--- src/rtl/vga_sync_receiver_if.sv ---
// vga_sync_receiver_if: VGA pins into the receiver and recovered pixel/status outputs.
interface vga_sync_receiver_if;
   logic       HS;
   logic       VS;
   logic [7:0] COLOUR_IN;
   logic [9:0] X;
   logic [8:0] Y;
   logic [7:0] COLOUR_OUT;
   logic       PIX_VALID;
   logic       FRAME_START;
   logic       LOCKED;
   logic       ERROR;
   modport master (
      output HS, VS, COLOUR_IN,
      input  X, Y, COLOUR_OUT, PIX_VALID, FRAME_START, LOCKED, ERROR
   );
   modport slave (
      input  HS, VS, COLOUR_IN,
      output X, Y, COLOUR_OUT, PIX_VALID, FRAME_START, LOCKED, ERROR
   );
endinterface

--- src/rtl/vga_sync_receiver.sv ---
// vga_sync_receiver: recovers VGA pixel coordinates, checks line/frame timing and
// strobes each visible pixel with its mid-pixel colour sample once timing is locked.
module vga_sync_receiver #(
   parameter int PIX_DIV   = 4,
   parameter int H_VISIBLE = 640,
   parameter int H_BACK    = 48,
   parameter int H_SYNC    = 96,
   parameter int H_TOTAL   = 800,
   parameter int V_VISIBLE = 480,
   parameter int V_BACK    = 33,
   parameter int V_SYNC    = 2,
   parameter int V_TOTAL   = 525,
   parameter int TOL       = 2
) (
   input  logic               CLOCK,
   input  logic               RESET,
   vga_sync_receiver_if.slave bus
);
   localparam logic [11:0] LP_LO    = 12'(H_TOTAL * PIX_DIV - TOL);
   localparam logic [11:0] LP_HI    = 12'(H_TOTAL * PIX_DIV + TOL);
   localparam logic [11:0] LP_MISS  = 12'(H_TOTAL * PIX_DIV + TOL + 1);
   localparam logic [7:0]  SUB_LAST = 8'(PIX_DIV - 1);
   localparam logic [7:0]  SUB_MID  = 8'(PIX_DIV / 2);
   localparam logic [9:0]  H_LAST   = 10'(H_TOTAL - 1);
   localparam logic [9:0]  H_OFF    = 10'(H_SYNC + H_BACK);
   localparam logic [9:0]  H_END    = 10'(H_SYNC + H_BACK + H_VISIBLE);
   localparam logic [9:0]  V_OFF    = 10'(V_SYNC + V_BACK);
   localparam logic [9:0]  V_END    = 10'(V_SYNC + V_BACK + V_VISIBLE);
   localparam logic [9:0]  V_LAST   = 10'(V_TOTAL - 1);

   typedef enum logic [1:0] {S_SEARCH, S_ACQ, S_LOCK} state_t;

   state_t      r_state, w_next;
   logic        r_hs1, r_hs2, r_hs3, r_vs1, r_vs2, r_vs3;
   logic [7:0]  r_c1, r_c2, r_c3;
   logic [11:0] r_lcnt;
   logic [7:0]  r_sub;
   logic [9:0]  r_h, r_line;
   logic        r_first, r_pv, r_fs, r_err;
   logic [9:0]  r_x;
   logic [8:0]  r_y;
   logic [7:0]  r_col;
   logic        w_hs_fall, w_vs_fall, w_sub_wrap, w_line_bad, w_miss, w_frame_bad, w_viol;
   logic        w_active, w_pix;
   logic [9:0]  w_hv;
   logic [8:0]  w_lv;

   assign w_hs_fall   = r_hs3 & ~r_hs2;
   assign w_vs_fall   = r_vs3 & ~r_vs2;
   assign w_sub_wrap  = r_sub == SUB_LAST;
   assign w_line_bad  = w_hs_fall & ~r_first & (r_lcnt < LP_LO || r_lcnt > LP_HI);
   assign w_miss      = ~w_hs_fall & (r_lcnt == LP_MISS);
   assign w_frame_bad = w_vs_fall & (r_line != V_LAST);
   assign w_viol      = w_line_bad | w_miss | w_frame_bad;
   assign w_hv        = r_h - H_OFF;
   assign w_lv        = 9'(r_line - V_OFF);
   assign w_active    = r_h >= H_OFF && r_h < H_END && r_line >= V_OFF && r_line < V_END;
   // gating on the next state as well kills the strobe in the very cycle a violation is seen
   assign w_pix       = r_state == S_LOCK && w_next == S_LOCK && w_active && r_sub == SUB_MID;

   always_comb begin
      w_next = r_state;
      w_next = (r_state == S_SEARCH) ? (w_vs_fall ? S_ACQ : S_SEARCH) :
               w_viol ? S_SEARCH : w_vs_fall ? S_LOCK : r_state;
   end

   // sync flops idle high so a reset never fakes a falling edge by itself
   always_ff @(posedge CLOCK or negedge RESET) begin
      if (!RESET) begin
         {r_hs1, r_hs2, r_hs3} <= 3'b111;
         {r_vs1, r_vs2, r_vs3} <= 3'b111;
         r_c1 <= '0;
         r_c2 <= '0;
         r_c3 <= '0;
      end else begin
         {r_hs1, r_hs2, r_hs3} <= {bus.HS, r_hs1, r_hs2};
         {r_vs1, r_vs2, r_vs3} <= {bus.VS, r_vs1, r_vs2};
         r_c1 <= bus.COLOUR_IN;
         r_c2 <= r_c1;
         r_c3 <= r_c2;
      end
   end

   always_ff @(posedge CLOCK or negedge RESET) begin
      if (!RESET) begin
         r_lcnt  <= '0;
         r_sub   <= '0;
         r_h     <= '0;
         r_line  <= '0;
         r_first <= 1'b0;
      end else begin
         r_lcnt  <= w_hs_fall ? '0 : (&r_lcnt ? r_lcnt : r_lcnt + 12'd1);
         r_sub   <= (w_hs_fall | w_sub_wrap) ? '0 : r_sub + 8'd1;
         r_h     <= w_hs_fall ? '0 : !w_sub_wrap ? r_h : (r_h == H_LAST ? '0 : r_h + 10'd1);
         r_line  <= w_vs_fall ? '0 : w_hs_fall ? r_line + 10'd1 : r_line;
         r_first <= (r_state == S_SEARCH && w_next == S_ACQ) ? 1'b1 : w_hs_fall ? 1'b0 : r_first;
      end
   end

   always_ff @(posedge CLOCK or negedge RESET) begin
      if (!RESET) begin
         r_state <= S_SEARCH;
         r_pv    <= 1'b0;
         r_fs    <= 1'b0;
         r_err   <= 1'b0;
         r_x     <= '0;
         r_y     <= '0;
         r_col   <= '0;
      end else begin
         r_state <= w_next;
         r_pv    <= w_pix;
         r_fs    <= w_vs_fall && w_next == S_LOCK;
         r_err   <= w_viol && r_state != S_SEARCH;
         if (w_pix) begin
            r_x   <= w_hv;
            r_y   <= w_lv;
            r_col <= r_c3;
         end
      end
   end

   assign bus.X           = r_x;
   assign bus.Y           = r_y;
   assign bus.COLOUR_OUT  = r_col;
   assign bus.PIX_VALID   = r_pv;
   assign bus.FRAME_START = r_fs;
   assign bus.LOCKED      = r_state == S_LOCK;
   assign bus.ERROR       = r_err;
endmodule

--- src/flat_wrapper.sv ---
// flat-port wrapper written by rule: the top's interface ports become plain ports
module vga_sync_receiver_flat 
#(
   parameter int PIX_DIV   = 4,
   parameter int H_VISIBLE = 640,
   parameter int H_BACK    = 48,
   parameter int H_SYNC    = 96,
   parameter int H_TOTAL   = 800,
   parameter int V_VISIBLE = 480,
   parameter int V_BACK    = 33,
   parameter int V_SYNC    = 2,
   parameter int V_TOTAL   = 525,
   parameter int TOL       = 2
)
  (CLOCK, RESET, bus_HS, bus_VS, bus_COLOUR_IN, bus_X, bus_Y, bus_COLOUR_OUT, bus_PIX_VALID, bus_FRAME_START, bus_LOCKED, bus_ERROR);
  vga_sync_receiver_if bus_i ();
  input  logic CLOCK;
  input  logic RESET;
  input wire logic [$bits(bus_i.HS)-1:0] bus_HS;
  input wire logic [$bits(bus_i.VS)-1:0] bus_VS;
  input wire logic [$bits(bus_i.COLOUR_IN)-1:0] bus_COLOUR_IN;
  output wire logic [$bits(bus_i.X)-1:0] bus_X;
  output wire logic [$bits(bus_i.Y)-1:0] bus_Y;
  output wire logic [$bits(bus_i.COLOUR_OUT)-1:0] bus_COLOUR_OUT;
  output wire logic [$bits(bus_i.PIX_VALID)-1:0] bus_PIX_VALID;
  output wire logic [$bits(bus_i.FRAME_START)-1:0] bus_FRAME_START;
  output wire logic [$bits(bus_i.LOCKED)-1:0] bus_LOCKED;
  output wire logic [$bits(bus_i.ERROR)-1:0] bus_ERROR;
  assign bus_i.HS = bus_HS;
  assign bus_i.VS = bus_VS;
  assign bus_i.COLOUR_IN = bus_COLOUR_IN;
  assign bus_X = bus_i.X;
  assign bus_Y = bus_i.Y;
  assign bus_COLOUR_OUT = bus_i.COLOUR_OUT;
  assign bus_PIX_VALID = bus_i.PIX_VALID;
  assign bus_FRAME_START = bus_i.FRAME_START;
  assign bus_LOCKED = bus_i.LOCKED;
  assign bus_ERROR = bus_i.ERROR;
  vga_sync_receiver #(.PIX_DIV(PIX_DIV), .H_VISIBLE(H_VISIBLE), .H_BACK(H_BACK), .H_SYNC(H_SYNC), .H_TOTAL(H_TOTAL), .V_VISIBLE(V_VISIBLE), .V_BACK(V_BACK), .V_SYNC(V_SYNC), .V_TOTAL(V_TOTAL), .TOL(TOL)) u_core (.CLOCK(CLOCK), .RESET(RESET), .bus(bus_i));
endmodule
--- config.mk ---
export PLATFORM = sky130hd
export DESIGN_NAME = vga_sync_receiver_flat
export DESIGN_NICKNAME = d
export VERILOG_FILES = /design/src/rtl/vga_sync_receiver_if.sv /design/src/rtl/vga_sync_receiver.sv /design/src/flat_wrapper.sv
export SDC_FILE = /design/constraint.sdc
export NUM_CORES = 1
export LEC_CHECK = 0
export ABC_AREA = 1
export BUFFER_PORTS_ARGS = -buffer_cell sky130_fd_sc_hd__buf_2
export CORE_MARGIN = 1
export CORE_UTILIZATION = 55
export CTS_BUF_LIST = sky130_fd_sc_hd__clkbuf_8
export CTS_CLUSTER_SIZE = 30
export DETAILED_ROUTE_END_ITERATION = 8
export GPL_ROUTABILITY_DRIVEN = 1
export PLACE_DENSITY_LB_ADDON = 0.08
export SETUP_SLACK_MARGIN = 0.1
export SLEW_MARGIN = 20
export SYNTH_ARGS = -nofsm -noshare
export SYNTH_HDL_FRONTEND = slang
export SYNTH_SLANG_ARGS = --single-unit
--- constraint.sdc ---
create_clock -name CLOCK -period 2 [get_ports CLOCK]
set_input_delay 0.1 -clock CLOCK [delete_from_list [all_inputs] [get_ports CLOCK]]
set_output_delay 0.1 -clock CLOCK [all_outputs]
set_load 0.03 [all_outputs]
Word level (Yosys, flattened, before mapping)
Index checks and enable logic that the tools add are counted.
Widths: inputs -> output; s select.

word-level totals
  flip-flop bits (word level) = 103
  output and inout bits = 31

operators by class
  $add $sub $neg = 6
  $lt $le $gt $ge = 6
  equal/unequal tests = 9
  muxes and demuxes = 14
  bitwise gates (word level) = 13
  reductions and logical operators = 16

operators with widths
  kind                   count
  $mux 10                5
  $mux 12                2
  $add 10x1->10 const B  2
  $lt 10x10->1 const B   2
  $eq 8x2->1 const B     2
  $add 12x1->12 const B  1
  $eq 12x12->1 const B   1
  $gt 12x12->1 const B   1
  $lt 12x12->1 const B   1
  $reduce_and 12->1      1
  $eq 10x10->1 const B   1
  $ge 10x6->1 const B    1
  $ge 10x8->1 const B    1
  $ne 10x10->1 const B   1
  $sub 10x8->10 const B  1
  $logic_and 1x1->1      9
  $sub 9x6->9 const B    1
  $add 8x1->8 const B    1
  $mux 8                 1
  $reduce_bool 2->1      4
  $and 1x1->1            6
  $mux 2                 3
  $eq 2x2->1 const B     2
  $not 1->1              4
  6 further kinds        10

Logic depth before layout (Yosys ltp)
Gate-level depths: netlist of run 1.

  depth in word-level cells = 12
  gate-level depth with buffers = 16

Worst setup path after synthesis of run 1
No wires, ideal clock.

  path kind = register -> register
  from = register u_core.r_line[0]
  to = register u_core.r_y[1] (netlist: u_core.bus.Y[1])
  setup time = 0.117 ns
  arrival time = 1.675 ns
  path slack = 0.209 ns
  cell stages (with the launch flop) = 13
  buffers on the path = 1
  period minus slack after synthesis = 1.791 ns
  path through = dfrtp_1 > ha_1 > nor2_1 > nand2_1 > o21ai_2 > nand2_1 > nor3_1 > nor2_2 > nand2_4 > inv_4 > buf_8 > nand2_1 > nand2_1

between the ends
  longest elaborated chain between the ends = 9
  elaborated cells between the ends (all ways) = 14

ends and longest elaborated chain
  item                                 line                      RTL
  from (decl)                          vga_sync_receiver.sv:38   logic [9:0] r_h, r_line;
  from (signal assigned)               vga_sync_receiver.sv:95   r_line <= w_vs_fall ? '0 : w_hs_fall ? r_line + 10'd1 : r_line;
  $ne 10x10->1                         vga_sync_receiver.sv:53   assign w_frame_bad = w_vs_fall & (r_line != V_LAST);
  $and 1x1->1                          vga_sync_receiver.sv:53
  $or 1x1->1                           vga_sync_receiver.sv:54   assign w_viol = w_line_bad | w_miss | w_frame_bad;
  $mux 2                               vga_sync_receiver.sv:64   w_viol ? S_SEARCH : w_vs_fall ? S_LOCK : r_state;
  $mux 2                               vga_sync_receiver.sv:63   w_next = (r_state == S_SEARCH) ? (w_vs_fall ? S_ACQ : S_SEARCH) :
  $eq 2x2->1                           vga_sync_receiver.sv:59   assign w_pix = r_state == S_LOCK && w_next == S_LOCK && w_active && r_sub == SUB_MID;
  $logic_and 1x1->1                    vga_sync_receiver.sv:59
  $logic_and 1x1->1 (*) (2 in series)  vga_sync_receiver.sv:59
  via u_core.w_pix                     vga_sync_receiver.sv:44   logic w_active, w_pix;
  to (signal assigned)                 vga_sync_receiver.sv:116  r_y <= w_lv;
  to (decl)                            vga_sync_receiver.sv:41   logic [8:0] r_y;

Mark *: on every way through the listed nets, which the timed path passes. The rest lies on a longest branch.
A chain may end at the register's enable or synchronous reset.

Worst setup path in the final report of run 1
  from = register u_core.r_lcnt[1]
  to = register u_core.r_y[0] (netlist: u_core.bus.Y[0])

between the ends
  longest elaborated chain between the ends = 11
  elaborated cells between the ends (all ways) = 14

ends and longest elaborated chain
  item                                                 line                     RTL
  from (decl)                                          vga_sync_receiver.sv:36  logic [11:0] r_lcnt;
  from (signal assigned)                               vga_sync_receiver.sv:92  r_lcnt <= w_hs_fall ? '0 : (&r_lcnt ? r_lcnt : r_lcnt + 12'd1);
  $lt 12x12->1 / $gt 12x12->1 (equally long branches)  vga_sync_receiver.sv:51  assign w_line_bad = w_hs_fall & ~r_first & (r_lcnt < LP_LO || r_lcnt > LP_HI);
  $logic_or 1x1->1                                     vga_sync_receiver.sv:51
  $and 1x1->1                                          vga_sync_receiver.sv:51
  $or 1x1->1 (*) (2 in series)                         vga_sync_receiver.sv:54
  $mux 2 (*)                                           vga_sync_receiver.sv:64
  $mux 2 (*)                                           vga_sync_receiver.sv:63
  $eq 2x2->1 (*)                                       vga_sync_receiver.sv:59
  $logic_and 1x1->1 (*) (3 in series)                  vga_sync_receiver.sv:59

Mark *: on every way between the ends. The rest lies on a longest branch, timed or not.

==> results_tabular.tex, run 1 <==
\begin{tabular}{lr}
\hline
Metric & Value \\
\hline
\multicolumn{2}{l}{\textbf{Critical path}} \\
Endpoint type of the worst setup path & flip-flop \\
Buffering stage count on the worst path with inverters included & 2 \\
Cell breakdown of the critical path & ha\_1 > inv\_1 > a21oi\_2 > nand2\_1 > nand2\_1 > nand3\_2 > nand2\_2 > nand4\_4 > nor2\_4 > nand2\_8 > buf\_12 > nand2\_1 > o21ai\_2 \\
Worst EP required & 2260 ps \\
Most common cell type on the critical path & sky130\_fd\_sc\_hd\_\_nand2\_1 \\
Maximum single-stage delay on the critical path & 420 ps \\
Critical path fanouts, max & 10 \\
Worst endpoint data arrival time & 2210 ps \\
Startpoint kind of the worst setup timing path & flip-flop \\
Family with the most delay on the worst path & simple AND/OR/NAND/NOR gates \\
Cell type of the slowest stage on the worst timing path & sky130\_fd\_sc\_hd\_\_dfrtp\_1 \\
Type of the worst setup path & reg2reg \\
\multicolumn{2}{l}{\textbf{Global routing}} \\
All-Layer GR Usage & 23.0\% \\
Final global-route overflow total & 0 \\
Largest net degree at the start of global routing & 45 \\
Via count of the first global-routing pass & 3340 \\
Number of antenna violations at the first check in global routing & 0 \\
First-pass GRT wire length & 15.4 mm \\
\multicolumn{2}{l}{\textbf{Detailed routing}} \\
Remaining antenna violation count after routing & 0 \\
DRC errors left & 0 \\
Total vias in the final route & 3501 \\
Iteration-0 DRC count of the detailed router & 142 \\
Avg Vias per Cell & 5.15 \\
Detailed Routing Iterations Pass 1 & 4 \\
Average wire length per cell after detail routing & 13.7 um \\
Sum of routed wire length over all layers & 9.34 mm \\
\multicolumn{2}{l}{\textbf{Worst hold path}} \\
Class of the tightest hold or removal check & in2async \\
\multicolumn{2}{l}{\textbf{STA}} \\
Slew Limit Fails & 0 \\
Total negative slack & 0 ps \\
Worst Max-Slew Pin Slew & 569 ps \\
Setup repair after global routing missed its margin & yes \\
Fin worst setup slack & 54.8 ps \\
Worst clock skew & 17.7 ps \\
Final Critical Period & 1950 ps \\
Endpoints failing hold & 0 \\
Maximum operating frequency & 514 MHz \\
Post-route fraction of the period consumed by the critical path & 97.3\% \\
Worst slew margin & 62.1\% \\
Number of setup violations in the final report & 0 \\
\multicolumn{2}{l}{\textbf{Synth}} \\
Syn Inst Count & 485 \\
Post-synthesis cell type count & 40 \\
Mean instance size in the synthesized netlist & 9.40 um\^{}2 \\
Ys async rst share & 100\% \\
Largest area contributor in the netlist & sky130\_fd\_sc\_hd\_\_dfrtp\_1 \\
Syn Nets & 508 \\
Area share of the leading cell type in the synthesized netlist & 53.3\% \\
Top flip-flop cell by instance count after synthesis & sky130\_fd\_sc\_hd\_\_dfrtp\_1 \\
Share of synthesized area occupied by flip-flops and latches & 56.7\% \\
Commonest cells in the netlist & sky130\_fd\_sc\_hd\_\_nand2\_1, sky130\_fd\_sc\_hd\_\_dfrtp\_1, sky130\_fd\_sc\_hd\_\_inv\_1, sky130\_fd\_sc\_hd\_\_nor2\_1, sky130\_fd\_sc\_hd\_\_a21oi\_1 \\
Warnings from Yosys & 0 \\
Leading post-synthesis cells by cell area & sky130\_fd\_sc\_hd\_\_dfrtp\_1, sky130\_fd\_sc\_hd\_\_nand2\_1, sky130\_fd\_sc\_hd\_\_inv\_1 \\
Count of flip-flops with a built-in enable after synthesis & 0 \\
Number of flip-flops and latches in the synthesized netlist & 103 \\
Most numerous cell in the Yosys netlist & sky130\_fd\_sc\_hd\_\_nand2\_1 \\
Area of the mapped netlist & 0.00456 mm\^{}2 \\
\multicolumn{2}{l}{\textbf{Layout}} \\
Antenna diode count & 0 \\
Multi-input combinational cell area & 0.00181 mm\^{}2 \\
Share of cells above drive strength 1 & 28.4\% \\
Final non-filler cell total & 680 \\
Area taken by flip-flops and latches & 0.00258 mm\^{}2 \\
Synth-to-Final Area Change & 22.9\% \\
Final net count & 596 \\
Number of filler cells placed in the layout & 594 \\
\multicolumn{2}{l}{\textbf{CTS}} \\
Clock transition at the register clock pins on the worst setup and hold paths after CTS & 110 ps \\
H-tree level count & 3 \\
Insertion delay of the later-clocked pin in the worst-skew pair & 360 ps \\
Clock Sink Count & 103 \\
Inserted Clock Buffers & 9 \\
Clock tree from TritonCTS & done \\
Clk buf depth & 2 \\
Clock root buffer & sky130\_fd\_sc\_hd\_\_clkbuf\_8 \\
\multicolumn{2}{l}{\textbf{Floorplan}} \\
Die area & 0.00866 mm\^{}2 \\
Die boundary height & 93.0 um \\
IO Count & 43 \\
Row Count & 32 \\
Die outline width & 93.0 um \\
Initial core utilization & 57.8\% \\
Core area & 0.00789 mm\^{}2 \\
\multicolumn{2}{l}{\textbf{Outcome}} \\
Result of the run & finished, final reports clean \\
\multicolumn{2}{l}{\textbf{Pwr}} \\
Worst IR drop on VDD & 0.000508 V \\
Power density cells & 760 mW/mm\^{}2 \\
Standby leakage power & 2.83 nW \\
\multicolumn{2}{l}{\textbf{Place}} \\
Setup slack after placement & -64.0 ps \\
Estimated wirelength of the detail-placed design & 6.30 mm \\
Count of input and output buffers & 42 \\
Placed cell count & 639 \\
RD Place Congestion & 0.887 \\
\multicolumn{2}{l}{\textbf{Run}} \\
Max-capacitance violation count & 0 \\
\hline
\end{tabular}
-- cell usage in the layout, fill, tap and decap left out, types with 8 or more instances in the layout --
cell type,netlist,final
sky130_fd_sc_hd__ha_1,11,8
sky130_fd_sc_hd__xor2_1,10,9
sky130_fd_sc_hd__dfrtp_1,97,97
sky130_fd_sc_hd__nor2_1,43,38
sky130_fd_sc_hd__o21ai_0,21,18
sky130_fd_sc_hd__buf_4,1,29
sky130_fd_sc_hd__buf_2,3,41
sky130_fd_sc_hd__clkbuf_8,0,9
sky130_fd_sc_hd__nand2_1,108,105
sky130_fd_sc_hd__o21ai_2,15,16
sky130_fd_sc_hd__nand3_1,16,15
sky130_fd_sc_hd__nor3_1,16,13
sky130_fd_sc_hd__inv_1,56,54
sky130_fd_sc_hd__inv_2,6,9
sky130_fd_sc_hd__a21oi_1,29,26
sky130_fd_sc_hd__dlygate4sd3_1,0,11
-- state kept, by name, indices dropped and copies added, names as in the netlist, 2 cells and up --
signal                 cells
u_core.r_c3                8
u_core.r_line             10
u_core.r_sub               8
u_core.r_c2                8
u_core.r_h                10
u_core.r_lcnt             12
u_core.r_c1                8
u_core.r_state             2
u_core.bus.COLOUR_OUT      8
u_core.bus.Y               9
u_core.bus.X              10
-- worst paths after layout --
path,from,end,slack [ps],depth (start not counted)
setup / recovery,u_core.r_lcnt[1]$_DFFE_PN0P_,u_core.bus.Y[0]$_DFFE_PN0P_,50,13
hold / removal,RESET,u_core.r_line[4]$_DFFE_PN0P_,250,2
hold reg to reg,u_core.r_c1[4]$_DFF_PN0_,u_core.r_c2[4]$_DFF_PN0_,350,0
min in group CLOCK,u_core.r_c1[4]$_DFF_PN0_,u_core.r_c2[4]$_DFF_PN0_,350,0
setup reg to reg,u_core.r_lcnt[1]$_DFFE_PN0P_,u_core.bus.Y[0]$_DFFE_PN0P_,50,13
max in group asynchronous,RESET,u_core.r_hs1$_DFF_PN1_,1010,3
-- power breakdown --
group / internal, mW / switching, mW
Clock: 0.466 / 0.727
Sequential: 2.23 / 0.106
Combinational: 0.289 / 0.441
-- final cells by class --
type	count	share of cell area [%]
timing repair buffer	87	11.7
clock inverter	7	0.983
clock buffer	9	2.21
tap	102	2.28
inverter	64	4.36
sequential	103	46.2
multi-input combinational	308	32.3
-- stage by stage --
stage | cell area [um^2] | utilization, % | total power, mW | hold WS (ps)
after floorplan | 4560 | - | 2.74 | -196
after global placement | 5010 | 63.5 | 2.98 | 128
after detailed placement | 5010 | 63.5 | 3.00 | 134
after CTS | 5410 | 68.6 | 4.22 | 272
after global routing | 5600 | 71.0 | 4.48 | 304
final | 5600 | 71.0 | 4.26 | 252
-- cell families (layout without fill, tap and decap cells) --
family                   Yosys count  after routing  share of synthesized area, %
AND/OR/NAND/NOR                  209            209                          20.7
flip-flops                       103            103                          56.7
AO/OA/AOI/OAI                     74             74                          9.83
buffers and inverters             74            167                          7.08
XOR/XNOR                          14             14                          2.69
adder cells (fa/ha/maj)           11             11                          3.02
-- worst register-to-register path: stages, from the launching register on --
cell and delay (ps):
sky130_fd_sc_hd__dfrtp_1 420, sky130_fd_sc_hd__ha_1 170, sky130_fd_sc_hd__inv_1 50, sky130_fd_sc_hd__a21oi_2 150
sky130_fd_sc_hd__nand2_1 70, sky130_fd_sc_hd__nand2_1 60, sky130_fd_sc_hd__nand3_2 60, sky130_fd_sc_hd__nand2_2 100
sky130_fd_sc_hd__nand4_4 100, sky130_fd_sc_hd__nor2_4 220, sky130_fd_sc_hd__nand2_8 130, sky130_fd_sc_hd__buf_12 170
sky130_fd_sc_hd__nand2_1 80, sky130_fd_sc_hd__o21ai_2 60
-- layer usage --
| layer | routed length [um] | track usage, % | share of wire (%) |
|---|---|---|---|
| met1 | 4310 | 31.5 | 46 |
| met2 | 4620 | 37.8 | 49 |
| met3 | 295 | 3.98 | 3.2 |
| met4 | 110 | 6.54 | 1.2 |
| met5 | 0 | 0 | 0 |
-- what timing repair did --
item | CTS | global route
pin swaps | 7 | 8
setup buffers | 8 | 3
gates cloned | 1 | 2
endpoints found under the hold margin | 51 | 0
resized for setup | 9 | 32
hold buffers | 11 | 0
endpoints found under the setup margin | 27 | 40
Note: power is estimated with default switching activity, not from simulation.
==> inputs of run 2 (changes only) <==
Settings changed: ABC_AREA 1 to unset.
==> run 2 against run 1 <==
The run now ends with negative setup slack left. Sequential power barely moved. Synthesized cell count fell by 20%. Core utilization rose by 3.9 points. First-iteration DRC count fell by 7.0%. Final area rose by 4.4%. Maximum frequency fell by 15%. Worst hold slack improved by 59 ps. Register-to-register slack got worse by 340 ps. Clock skew rose by 2.5 ps. Largest cell class unchanged. Largest power group unchanged.
==> results_tabular.tex, run 2 <==
\begin{tabular}{lr}
\hline
Metric & Value \\
\hline
\multicolumn{2}{l}{\textbf{CTS}} \\
Clock tree from TritonCTS & done \\
Clock Sink Count & 103 \\
H-tree level count & 3 \\
Inserted Clock Buffers & 9 \\
Clock root buffer & sky130\_fd\_sc\_hd\_\_clkbuf\_8 \\
Insertion delay of the later-clocked pin in the worst-skew pair & 380 ps \\
Clock transition at the register clock pins on the worst setup and hold paths after CTS & 120 ps \\
Clk buf depth & 2 \\
\multicolumn{2}{l}{\textbf{Floorplan}} \\
IO Count & 43 \\
Die outline width & 92.2 um \\
Die area & 0.00850 mm\^{}2 \\
Initial core utilization & 57.3\% \\
Row Count & 32 \\
Core area & 0.00781 mm\^{}2 \\
Die boundary height & 92.2 um \\
\multicolumn{2}{l}{\textbf{Worst hold path}} \\
Class of the tightest hold or removal check & in2async \\
\multicolumn{2}{l}{\textbf{Synth}} \\
Post-synthesis cell type count & 50 \\
Ys async rst share & 100\% \\
Area share of the leading cell type in the synthesized netlist & 54.3\% \\
Largest family of logic cells by synthesized area & simple AND/OR/NAND/NOR gates \\
Number of flip-flops and latches in the synthesized netlist & 103 \\
Commonest cells in the netlist & sky130\_fd\_sc\_hd\_\_dfrtp\_1, sky130\_fd\_sc\_hd\_\_nor2\_1, sky130\_fd\_sc\_hd\_\_nand2\_1, sky130\_fd\_sc\_hd\_\_mux2\_2, sky130\_fd\_sc\_hd\_\_xor2\_1 \\
Fraction of the mapped netlist area in compound gates & 6.69\% \\
Leading post-synthesis cells by cell area & sky130\_fd\_sc\_hd\_\_dfrtp\_1, sky130\_fd\_sc\_hd\_\_mux2\_2, sky130\_fd\_sc\_hd\_\_xor2\_1 \\
XOR/XNOR share of the synthesized area & 6.27\% \\
Fraction of the mapped netlist area in simple logic gates & 16.4\% \\
Share of synthesized cell area in full adder, half adder and majority cells & 3.08\% \\
Mean instance size in the synthesized netlist & 11.5 um\^{}2 \\
Count of flip-flops with a built-in enable after synthesis & 0 \\
Warnings from Yosys & 0 \\
Area of the mapped netlist & 0.00447 mm\^{}2 \\
Largest area contributor in the netlist & sky130\_fd\_sc\_hd\_\_dfrtp\_1 \\
Top flip-flop cell by instance count after synthesis & sky130\_fd\_sc\_hd\_\_dfrtp\_1 \\
Post-synthesis mux area share & 7.22\% \\
Most numerous cell in the Yosys netlist & sky130\_fd\_sc\_hd\_\_dfrtp\_1 \\
Syn Inst Count & 388 \\
Syn Nets & 411 \\
Share of synthesized area occupied by flip-flops and latches & 57.8\% \\
\multicolumn{2}{l}{\textbf{Layout}} \\
Flip-flop count of the largest register after layout & 12 \\
Commonest cells after routing, fill and taps aside & sky130\_fd\_sc\_hd\_\_dfrtp\_1, sky130\_fd\_sc\_hd\_\_buf\_4, sky130\_fd\_sc\_hd\_\_nor2\_1 \\
Share of cells above drive strength 1 & 35.5\% \\
Final design instance area without fill & 0.00585 mm\^{}2 \\
Number of filler cells placed in the layout & 525 \\
Most frequent standard cell in the layout excluding fill and tap cells & sky130\_fd\_sc\_hd\_\_dfrtp\_1 \\
Synth-to-Final Area Change & 30.8\% \\
Register name with the most flops & u\_core.r\_lcnt \\
Final non-filler cell total & 621 \\
Antenna diode count & 0 \\
Utilization of the core after routing & 74.9\% \\
Final net count & 537 \\
\multicolumn{2}{l}{\textbf{Place}} \\
Setup slack after placement & -381 ps \\
Post-DP Area & 0.00528 mm\^{}2 \\
RD Place Congestion & 0.825 \\
Count of input and output buffers & 42 \\
Estimated wirelength of the detail-placed design & 6.05 mm \\
Placed cell count & 587 \\
\multicolumn{2}{l}{\textbf{Critical path}} \\
Endpoint type of the worst setup path & flip-flop \\
Critical path fanouts, max & 5 \\
Worst endpoint data arrival time & 2550 ps \\
Startpoint kind of the worst setup timing path & flip-flop \\
Type of the worst setup path & reg2reg \\
Worst EP required & 2270 ps \\
Number of cells on the worst reg-to-reg path & 7 \\
\multicolumn{2}{l}{\textbf{STA}} \\
Post-route fraction of the period consumed by the critical path & 114\% \\
Worst Max-Slew Pin Slew & 731 ps \\
Worst hold-check slack & 311 ps \\
Total negative slack & -7070 ps \\
Worst clock skew & 20.2 ps \\
Number of setup violations in the final report & 27 \\
Setup repair after global routing missed its margin & yes \\
Endpoints failing hold & 0 \\
Fin worst setup slack & -284 ps \\
Slew Limit Fails & 0 \\
Final Critical Period & 2280 ps \\
Worst slew margin & 51.3\% \\
Maximum operating frequency & 438 MHz \\
\multicolumn{2}{l}{\textbf{Pwr}} \\
Worst IR drop on VDD & 0.000508 V \\
Total power consumption of the routed design & 4.45 mW \\
Standby leakage power & 2.87 nW \\
Power density cells & 760 mW/mm\^{}2 \\
\multicolumn{2}{l}{\textbf{Detailed routing}} \\
Sum of routed wire length over all layers & 9.06 mm \\
Avg Vias per Cell & 5.27 \\
Remaining antenna violation count after routing & 0 \\
Average wire length per cell after detail routing & 14.6 um \\
Iteration-0 DRC count of the detailed router & 132 \\
DRC errors left & 0 \\
Detailed Routing Iterations Pass 1 & 5 \\
Total vias in the final route & 3275 \\
\multicolumn{2}{l}{\textbf{Global routing}} \\
Via count of the first global-routing pass & 3321 \\
Final global-route overflow total & 0 \\
Largest net degree at the start of global routing & 59 \\
Number of antenna violations at the first check in global routing & 0 \\
First-pass GRT wire length & 15.0 mm \\
All-Layer GR Usage & 22.9\% \\
\multicolumn{2}{l}{\textbf{Outcome}} \\
Result of the run & complete, but fails checks \\
Failing checks & negative setup slack \\
\multicolumn{2}{l}{\textbf{Run}} \\
Max-capacitance violation count & 0 \\
\hline
\end{tabular}
run 2: changes by cell type in the layout (fill, tap and decap cells not counted), moves of 9 or more:
cell,change
sky130_fd_sc_hd__xor2_1,+12
sky130_fd_sc_hd__nand2_1,-73
sky130_fd_sc_hd__mux2_4,+11
sky130_fd_sc_hd__inv_2,-9
sky130_fd_sc_hd__buf_4,+42
sky130_fd_sc_hd__inv_1,-43
sky130_fd_sc_hd__o21ai_2,-16
sky130_fd_sc_hd__mux2_2,+15
sky130_fd_sc_hd__a21oi_1,-16
run 2: worst paths after layout:
path / from / endpoint / slack (ps)
setup / recovery: u_core.r_lcnt[5]$_DFFE_PN0P_ / u_core.bus.COLOUR_OUT[5]$_DFFE_PN0P_ / -280
hold / removal: RESET / u_core.r_c3[0]$_DFF_PN0_ / 310
setup reg to reg: u_core.r_lcnt[5]$_DFFE_PN0P_ / u_core.bus.COLOUR_OUT[5]$_DFFE_PN0P_ / -280
hold reg to reg: u_core.r_c2[6]$_DFF_PN0_ / u_core.r_c3[6]$_DFF_PN0_ / 360
max in group asynchronous: RESET / u_core.r_lcnt[8]$_DFFE_PN0P_ / 1020
min in group CLOCK: bus_COLOUR_IN[1] / u_core.r_c1[1]$_DFF_PN0_ / 350
run 2: final cells by class:
cell class / count / area (um^2) / area share (%)
Tap cell: 102 / 128 / 2.18
Clock inverter: 7 / 91.3 / 1.56
Clock buffer: 9 / 124 / 2.12
Multi-Input combinational cell: 259 / 1910 / 32.7
Sequential cell: 103 / 2580 / 44.2
Timing Repair Buffer: 130 / 967 / 16.5
Inverter: 11 / 41.3 / 0.706
run 2: layer usage:
layer	track usage (%)	wire, um	share of wire, %	vias up
li1	-	-	-	1601
met1	28.9	4180	46	1611
met2	39.2	4540	50	51
met3	3.32	187	2.1	12
met4	10.2	153	1.7	0
met5	0	0	0	-
run 2: report_power, final:
part,internal (mW),total (mW),switching [mW]
clock network,0.521,1.36,0.839
logic,0.370,0.790,0.420
registers,2.22,2.30,0.0781
total,3.11,4.45,1.34
run 2: kinds of logic (layout without fill, tap and decap cells):
kind of cell / count (synthesis) / after routing
compound gates: 43 / 43
xor+xnor: 32 / 32
fa+ha+maj: 11 / 11
buf+inv: 26 / 157
flops: 103 / 103
mux: 29 / 29
simple gates: 144 / 144
run 2: what timing repair did:
action | CTS | global route
pin swaps | 5 | 6
hold endpoints to repair | 60 | 0
resized for setup | 21 | 13
hold buffers | 11 | 0
setup buffers | 6 | 0
cloned | 0 | 1
setup endpoints to repair | 30 | 37
run 2: worst max-delay path, stage by stage, from the launching register on:
cell,delay [ps]
sky130_fd_sc_hd__dfrtp_1,390
sky130_fd_sc_hd__or4b_4,550
sky130_fd_sc_hd__nor3_4,170
sky130_fd_sc_hd__a2111oi_4,120
sky130_fd_sc_hd__nor4_4,320
sky130_fd_sc_hd__buf_6,180
sky130_fd_sc_hd__buf_12,110
sky130_fd_sc_hd__mux2_2,330
